--- config.mk ---
export PLATFORM = sky130hd
export DESIGN_NAME = max3_stream_grouper
export DESIGN_NICKNAME = d
export VERILOG_FILES = /design/src/rtl/max3_stream_grouper.sv
export SDC_FILE = /design/constraint.sdc
export NUM_CORES = 1
export LEC_CHECK = 0
export CORE_ASPECT_RATIO = 0.8
export CORE_UTILIZATION = 51
export CTS_BUF_LIST = sky130_fd_sc_hd__clkbuf_2
export DETAILED_ROUTE_END_ITERATION = 10
export PLACE_DENSITY = 0.89
export RECOVER_POWER = 25
export SYNTH_ARGS = -nofsm -noshare
export SYNTH_HDL_FRONTEND = slang
export SYNTH_SLANG_ARGS = --single-unit
--- constraint.sdc ---
create_clock -name clk -period 4.9 [get_ports clk]
set_clock_uncertainty 0.15 [all_clocks]
set_input_delay 1.47 -clock clk [delete_from_list [all_inputs] [get_ports clk]]
set_output_delay 1.47 -clock clk [all_outputs]
set_load 0.1 [all_outputs]
--- src/rtl/max3_stream_grouper.sv ---
// ---------------------------------------------------------------------------
// max3_stream_grouper
//
// Purpose:
//   Collects a serial stream of unsigned samples into consecutive triples.
//   For each completed triple it presents the triple maximum, a running peak
//   over all completed triples and a completed-triple count on a valid/ready
//   output. It feeds the three-input max comparison and sits between a byte
//   source (ADC/UART) and a consumer such as a display or logger.
//
// Ports:
//   clk        in   rising-edge clock
//   rst_n      in   asynchronous active-low reset
//   clr        in   synchronous clear of partial group, pending result,
//                   peak and count (out_max keeps its last value)
//   in_valid   in   source presents a sample
//   in_ready   out  block accepts a sample this cycle
//   in_data    in   sample value, unsigned, DATA_W bits
//   out_valid  out  result available
//   out_ready  in   consumer accepts the result
//   out_max    out  maximum of the current triple
//   out_peak   out  maximum over all completed triples since reset/clr
//   out_cnt    out  number of completed triples, CNT_W bits, wraps silently
//   out_idx    out  (only with MAX3_STREAM_INDEX_EN) winning position 1..3
//
// Configuration:
//   Define MAX3_STREAM_INDEX_EN to add the out_idx port and its logic.
//   Without it the port is absent and everything else is unchanged.
// ---------------------------------------------------------------------------
module max3_stream_grouper #(
    parameter int DATA_W = 8,
    parameter int CNT_W  = 16
) (
    input  logic              clk,
    input  logic              rst_n,
    input  logic              clr,
    input  logic              in_valid,
    output logic              in_ready,
    input  logic [DATA_W-1:0] in_data,
    output logic              out_valid,
    input  logic              out_ready,
    output logic [DATA_W-1:0] out_max,
    output logic [DATA_W-1:0] out_peak,
    output logic [CNT_W-1:0]  out_cnt
`ifdef MAX3_STREAM_INDEX_EN
    ,
    output logic [1:0]        out_idx
`endif
);

    typedef enum logic [1:0] {
        ST_FILL0 = 2'd0,
        ST_FILL1 = 2'd1,
        ST_FILL2 = 2'd2,
        ST_OUT   = 2'd3
    } state_t;

    state_t            state_q, state_d;
    logic              in_ready_q, in_ready_d;
    logic              out_valid_q, out_valid_d;
    logic [DATA_W-1:0] s1_q, s1_d;
    logic [DATA_W-1:0] s2_q, s2_d;
    logic [DATA_W-1:0] out_max_q, out_max_d;
    logic [DATA_W-1:0] out_peak_q, out_peak_d;
    logic [CNT_W-1:0]  out_cnt_q, out_cnt_d;

    logic              accept;
    logic              s1_wins;
    logic [DATA_W-1:0] win12;
    logic              win12_wins;
    logic [DATA_W-1:0] grp_max;

`ifdef MAX3_STREAM_INDEX_EN
    logic [1:0]        out_idx_q, out_idx_d;
    logic [1:0]        idx12;
    logic [1:0]        grp_idx;
`endif

    assign accept = in_valid && in_ready_q;

    // Two-stage strict comparison: an earlier sample only wins when it is
    // strictly larger, so ties always go to the later sample. The third
    // sample is compared straight from in_data on the edge that accepts it,
    // which is why there is no separate s3 holding register.
    assign s1_wins    = (s1_q > s2_q);
    assign win12      = s1_wins ? s1_q : s2_q;
    assign win12_wins = (win12 > in_data);
    assign grp_max    = win12_wins ? win12 : in_data;

`ifdef MAX3_STREAM_INDEX_EN
    assign idx12   = s1_wins ? 2'd1 : 2'd2;
    assign grp_idx = win12_wins ? idx12 : 2'd3;
`endif

    // Next-state and next-output computation. All outputs are registered,
    // including in_ready, which is therefore low for the first cycle after
    // reset is released and low for exactly the cycles spent in ST_OUT.
    // clr is applied last so it overrides any accept or handshake.
    always_comb begin
        state_d     = state_q;
        out_valid_d = out_valid_q;
        s1_d        = s1_q;
        s2_d        = s2_q;
        out_max_d   = out_max_q;
        out_peak_d  = out_peak_q;
        out_cnt_d   = out_cnt_q;
`ifdef MAX3_STREAM_INDEX_EN
        out_idx_d   = out_idx_q;
`endif

        case (state_q)
            ST_FILL0: begin
                if (accept) begin
                    s1_d    = in_data;
                    state_d = ST_FILL1;
                end
            end
            ST_FILL1: begin
                if (accept) begin
                    s2_d    = in_data;
                    state_d = ST_FILL2;
                end
            end
            ST_FILL2: begin
                if (accept) begin
                    state_d     = ST_OUT;
                    out_valid_d = 1'b1;
                    out_max_d   = grp_max;
                    out_peak_d  = (grp_max > out_peak_q) ? grp_max : out_peak_q;
                    out_cnt_d   = out_cnt_q + CNT_W'(1);
`ifdef MAX3_STREAM_INDEX_EN
                    out_idx_d   = grp_idx;
`endif
                end
            end
            ST_OUT: begin
                if (out_ready) begin
                    state_d     = ST_FILL0;
                    out_valid_d = 1'b0;
                end
            end
            default: begin
                state_d     = ST_FILL0;
                out_valid_d = 1'b0;
            end
        endcase

        if (clr) begin
            state_d     = ST_FILL0;
            out_valid_d = 1'b0;
            s1_d        = '0;
            s2_d        = '0;
            out_peak_d  = '0;
            out_cnt_d   = '0;
`ifdef MAX3_STREAM_INDEX_EN
            out_idx_d   = 2'd0;
`endif
        end

        in_ready_d = (state_d != ST_OUT);
    end

    // Single state/output register bank with asynchronous active-low reset.
    always_ff @(posedge clk or negedge rst_n) begin
        if (!rst_n) begin
            state_q     <= ST_FILL0;
            in_ready_q  <= 1'b0;
            out_valid_q <= 1'b0;
            s1_q        <= '0;
            s2_q        <= '0;
            out_max_q   <= '0;
            out_peak_q  <= '0;
            out_cnt_q   <= '0;
`ifdef MAX3_STREAM_INDEX_EN
            out_idx_q   <= 2'd0;
`endif
        end else begin
            state_q     <= state_d;
            in_ready_q  <= in_ready_d;
            out_valid_q <= out_valid_d;
            s1_q        <= s1_d;
            s2_q        <= s2_d;
            out_max_q   <= out_max_d;
            out_peak_q  <= out_peak_d;
            out_cnt_q   <= out_cnt_d;
`ifdef MAX3_STREAM_INDEX_EN
            out_idx_q   <= out_idx_d;
`endif
        end
    end

    assign in_ready  = in_ready_q;
    assign out_valid = out_valid_q;
    assign out_max   = out_max_q;
    assign out_peak  = out_peak_q;
    assign out_cnt   = out_cnt_q;
`ifdef MAX3_STREAM_INDEX_EN
    assign out_idx   = out_idx_q;
`endif

endmodule
Word-level counts from Yosys, hierarchy flattened
Index checks and enable logic that the tools add are counted.

operators by class
  $add $sub $neg = 1
  order comparisons = 3
  eq/ne operators = 6
  mux-type cells = 24
  multipliers = 0
  reductions and logical operators = 14
  shift operators = 0
  div/mod/pow operators = 0
  bitwise operators = 0

operators with widths
  operator                 count
  $mux W8                  11
  $mux W16                 3
  $gt A8 B8 Y1             3
  $add A16 B1 Y16 const B  1
  $mux W2                  5
  $reduce_bool A2 Y1       5
  $pmux W2 S4              1
  $reduce_and A2 Y1        4
  $ne A3 B3 Y1 const B     2
  $reduce_and A3 Y1        2
  $eq A2 B2 Y1 const B     2
  $mux W1                  3
  $reduce_bool A3 Y1       1
  $eq A2 B1 Y1 const B     1
  $logic_not A2 Y1         1
  $ne A2 B2 Y1 const B     1
  $pmux W1 S2              1
  $logic_and A1 B1 Y1      1

storage, ports and cells
  bits in read-only memories = 0
  memory bits (writable) = 0
  flip-flop bits (word level) = 52
  bits of input ports = 13
  memories kept = 0
  latch bits = 0

Logic depth before layout (Yosys ltp)
  depth in word-level cells = 9
  mapped depth = 24
  depth with buffers taken out = 22

Worst setup path after synthesis
OpenSTA, ideal clock, no wires.

  kind = reg-to-reg
  start = register s1_q[1]
  end = register out_peak_q[4], in the netlist out_peak[4]
  buffers on the path = 2
  library setup time = 0.126 ns
  required time = 4.624 ns
  period minus slack after synthesis = 5.141 ns
  cell stages (with the launch flop) = 23
  arrival = 4.865 ns
  path slack = -0.241 ns
  path through = dfrtp_1 ha_1 nor2b_1 o211ai_1 a21oi_1 o22ai_2 mux2i_1 inv_1 ha_1 a211oi_1 nor2_1 o31a_1 nand2_1 clkbuf_1 o21ai_0 ha_1 nor2b_1 o211a_1 a2111oi_4 nor2_2 and3b_1 buf_2 a221o_1

between the ends
  elaborated cells between the ends (all ways) = 11
  those cells by class = order compare: 3; mux: 6; reduce/logical: 2

RTL lines
  item                                   line  text
  start: declaration                     61    logic [DATA_W-1:0] s1_q, s1_d;
  start signal: assignment               169   s1_q <= '0;
  start signal: assignment               181   s1_q <= s1_d;
  $gt A8 B8 Y1                           85    assign s1_wins = (s1_q > s2_q);
  $mux W8 *                              86    assign win12 = s1_wins ? s1_q : s2_q;
  $gt A8 B8 Y1                           87    assign win12_wins = (win12 > in_data);
  $mux W8 *                              88    assign grp_max = win12_wins ? win12 : in_data;
  net grp_max[1]                         71    logic [DATA_W-1:0] grp_max;
  $gt A8 B8 Y1 *                         129   out_peak_d = (grp_max > out_peak_q) ? grp_max : out_peak_q;
  $reduce_bool A2 Y1 (no source line) *  n/a
  $reduce_and A3 Y1 (no source line) *   n/a
  end signal: assignment                 184   out_peak_q <= out_peak_d;
  end: declaration                       64    logic [DATA_W-1:0] out_peak_q, out_peak_d;

The timed path passes the listed nets; every way through them passes the cells marked *. The select of a mux whose other input is x is not followed.
A chain may end at the register's enable or synchronous reset.

Final worst setup path
  start = register s2_q[7]
  end = register out_peak_q[6], in the netlist out_peak[6]

between the ends
  word-level cells in the longest chain between the ends = 8
  elaborated cells between the ends (all ways) = 11
  those cells by class = order compare: 3; mux: 6; reduce/logical: 2

ends and longest elaborated chain
  item                                                                  line  text
  start: declaration                                                    62    logic [DATA_W-1:0] s2_q, s2_d;
  start signal: assignment                                              170   s2_q <= '0;
  start signal: assignment                                              182   s2_q <= s2_d;
  $gt A8 B8 Y1                                                          85
  $mux W8 *                                                             86
  $gt A8 B8 Y1                                                          87
  $mux W8 *                                                             88
  net grp_max[6]                                                        71
  parallel branches: the longest is 4 deep, another holds $gt A8 B8 Y1  n/a

Mark *: on every way through the listed nets, which the timed path passes. The select of a mux whose other input is x is not followed.

==> metrics.yaml <==
run_status:
  status: "finished, violations left"
  violations: "max-capacitance violations, max-slew violations, negative setup slack"
logic_synthesis:
  synth_edf_count: 0
  seq_area_frac_synth_pct: 42.0
  ys_seq_elements: 52
  netlist_area_um2: 3100
  yosys_warnings: 0
  syn_area_per_cell_um2: 9.24
  ys.flop_type: "dfrtp_1"
  synth_cell_type_count: 39
  syn-instance-count: 335
  async_reset_ff_share_pct: 100
  synth_nets: 373
layout:
  drive_above_1_share_pct: 22.4
  final_nets: 462
  antenna_cells: 0
  finalNonFillerCells: 503
  syn2layout_area_growth_pct: 39.2
global_route:
  antenna_found_initial: 0
  grt_pass1_vias: 3084
  grtUsageTotal_pct: 33.2
  grt_max_degree: 53
  grt_pass1_wl_um: 15900
  grt_overflow: 0
worst_setup_path:
  worst_ep_required_time_ps: 5150
  path_max_fanout: 8
  ff2ff_path_depth: 22
  r2r-end: "out_peak[6]"
  regToRegSetupSlack_ps: -300
  crit_chain: "inv_1, ha_4, nand4_1, o22ai_4, buf_6, mux2i_2, inv_1, ha_1, and4_1, nand4_1, o31a_1, nand2_4, buf_4, nand2_1, o21ai_0, ha_1, o21ai_1, o21bai_2, a2111oi_4, nor2_2, and3b_2, a221o_1"
  slowest_stage: "dfrtp_1"
  crit_start: "s2_q[7]"
  arrival_ps: 5460
  crit_path_start_kind: "flip-flop"
  cp_slowest_stage_delay_ps: 490
  cp-end-kind: "flip-flop"
  critPathCapture: "out_peak[6]"
  worstSetupPathType: "flip-flop to flip-flop"
  r2r_start: "s2_q[7]"
route:
  vias_per_cell: 6.39
  num_vias: 3214
  drtIter0Drc: 590
  firstDrtPassIters: 7
  ant_nets: 0
  wirelength_um: 10600
  routedWlPerCell_um: 21.2
  drc_errors: 0
placement:
  io_buffer_count: 46
  globalplace.congestion: 0.945
  placed_cells: 476
  post-dp-hpwl_um: 5970
clock_network:
  cts_buffers: 5
  cts_root_buf: "clkbuf_2"
  cts_sinks: 52
  clkLatencyLatePin_ps: 480
  clk_pin_slew_ps: 270
  htree_num_levels: 2
  cts_tree: "built"
  clk_path_buf_depth: 2
floorplan:
  die_h_um: 71.7
  die_x_um: 89.1
  die_area_um2: 6390
  core_area_um2: 5650
  num_rows: 24
  initial_core_util_pct: 54.9
  num_io_pins: 47
timing:
  hold_violations: 0
  setup_violations: 8
  drv_slew: 53
  finalWorstSetupSlack_ps: -304
  grt_setup_unrepaired: "true"
  min_period_over_period_pct: 106
  min_period_ps: 5200
  fmax_mhz: 192
  worst_slew_pin_slew_ps: 2780
  whs_ps: 401
  slew_headroom_pct: -85.2
power_and_ir_drop:
  p_comb_share_pct: 42.6
  internal_power_mw: 0.868
  clock_power_share_pct: 23.2
  sw_frac_of_total_pct: 40.3
  pwr-share-seq_pct: 34.2
  irDropWorstVdd_mv: 0.222
  power_mw: 1.45
  p_leak_nw: 1.93
  p_per_area_nw_per_um2: 337
  p_switching_mw: 0.586
worst_hold_path:
  min-delay-start: "out_valid"
  hp-class: "flip-flop to flip-flop"
flow_run:
  drv_cap: 1
==> worst min path at each step <==
stage	end	slack [ps]	depth (start not counted)
global route	out_valid	430	2
CTS	out_valid	400	2
floorplan	s1_q[0]	350	2
finish	out_valid	400	2
global placement	out_max[7]	350	2
detailed placement	out_max[7]	350	2
==> flip-flops by register name, indices dropped and copies added (netlist names) <==
register / count
out_cnt: 16
out_max: 8
out_peak: 8
s1_q: 8
s2_q: 8
state_q: 2
in_ready: 1
out_valid: 1
==> power by group through the flow <==
| stage | sequential [mW] | clock [mW] | combinational (mW) |
|---|---|---|---|
| after floorplan | 0.682 | 0 | 0.152 |
| after global placement | 0.494 | 0 | 0.479 |
| after detailed placement | 0.497 | 0 | 0.490 |
| after CTS | 0.490 | 0.336 | 0.547 |
| after global routing | 0.499 | 0.350 | 0.638 |
| final | 0.498 | 0.337 | 0.619 |
==> worst max-delay path: cells and delay by family (launching register included) <==
| kind | cells | cell delay (ps) |
|---|---|---|
| fa+ha+maj | 3 | 940 |
| mux | 1 | 240 |
| simple gates | 7 | 1060 |
| buf+inv | 4 | 550 |
| compound gates | 7 | 1700 |
| flops | 1 | 490 |
==> Yosys cell counts, types with 3 or more instances <==
| cell type | count | area [µm²] |
|---|---|---|
| dfrtp_1 | 52 | 1300 |
| clkbuf_1 | 11 | 41.3 |
| and4_1 | 6 | 52.6 |
| mux2i_1 | 16 | 160 |
| buf_2 | 3 | 15.0 |
| xor2_1 | 12 | 105 |
| nor2b_1 | 4 | 25.0 |
| o211ai_1 | 9 | 67.6 |
| nand4_1 | 7 | 43.8 |
| o21ai_0 | 11 | 55.1 |
| nor2_1 | 26 | 97.6 |
| xnor2_1 | 3 | 26.3 |
| nand3_1 | 15 | 75.1 |
| ha_1 | 25 | 313 |
| nor3_1 | 8 | 40.0 |
| nand2_1 | 46 | 173 |
| inv_1 | 31 | 116 |
| and2_1 | 4 | 25.0 |
| a21oi_1 | 17 | 85.1 |
| a221o_1 | 8 | 80.1 |
==> stage by stage <==
step | utilization (%) | instance area (µm²) | worst slack (ps) | setup TNS, ps
after floorplan | - | 3110 | 19.2 | 0
after global placement | 68.0 | 3840 | -225 | -1790
after detailed placement | 68.0 | 3840 | -408 | -3140
after CTS | 73.8 | 4170 | -20.6 | -20.6
after global routing | 76.3 | 4310 | -406 | -3140
final | 76.3 | 4310 | -304 | -2250
==> cell type report <==
type,count,area (µm²)
fillers,335,1340
flip-flops and latches,52,1300
repair buffers,96,850
clock buffers,5,25.0
well taps,78,97.6
multi-input cells,238,1830
clock inverters,3,90.1
inverters,31,116
==> per-layer routing <==
layer / up-vias / track usage (%) / share of wire (%)
met3: 87 / 6.22 / 12
met2: 303 / 51.3 / 44
met5: - / 0 / 0
met1: 1487 / 46.2 / 38
met4: 0 / 13.2 / 5.8
li1: 1337 / - / -
==> cells by family (layout without fill, tap and decap cells) <==
group,after synthesis,count (layout),synth area share [%]
AOI/OAI and AO/OA,54,54,12.4
xor gates and xnor gates,15,15,4.24
adders and majority gates,25,25,10.1
buffers and inverters,46,135,5.70
DFF,52,52,42.0
muxes,17,17,5.54
and+or+nand+nor,126,127,20.0
==> layout by cell type, fill, tap and decap left out, drive strengths merged, types with 2 or more instances in the layout <==
cell type	count
dfrtp	52
buf	50
nand2	47
clkdlybuf4s50	45
inv	31
nor2	27
ha	25
a21oi	17
mux2i	16
nand3	15
xor2	12
o21ai	12
o211ai	9
nor3	9
a221o	8
nand4	7
and4	6
clkbuf	6
nor2b	4
and2	4
xnor2	3
bufinv	3
nor3b	2
a211oi	2
==> timing repair <==
action / 4_1_cts / 5_1_grt
resized for setup: 31 / 22
cloned: 1 / 0
pin swaps: 17 / 20
hold buffers: 0 / 0
setup endpoints to repair: 8 / 8
setup buffers: 11 / 7
endpoints found under the hold margin: 0 / 0
No activity file was read; power rests on OpenSTA's default activity.
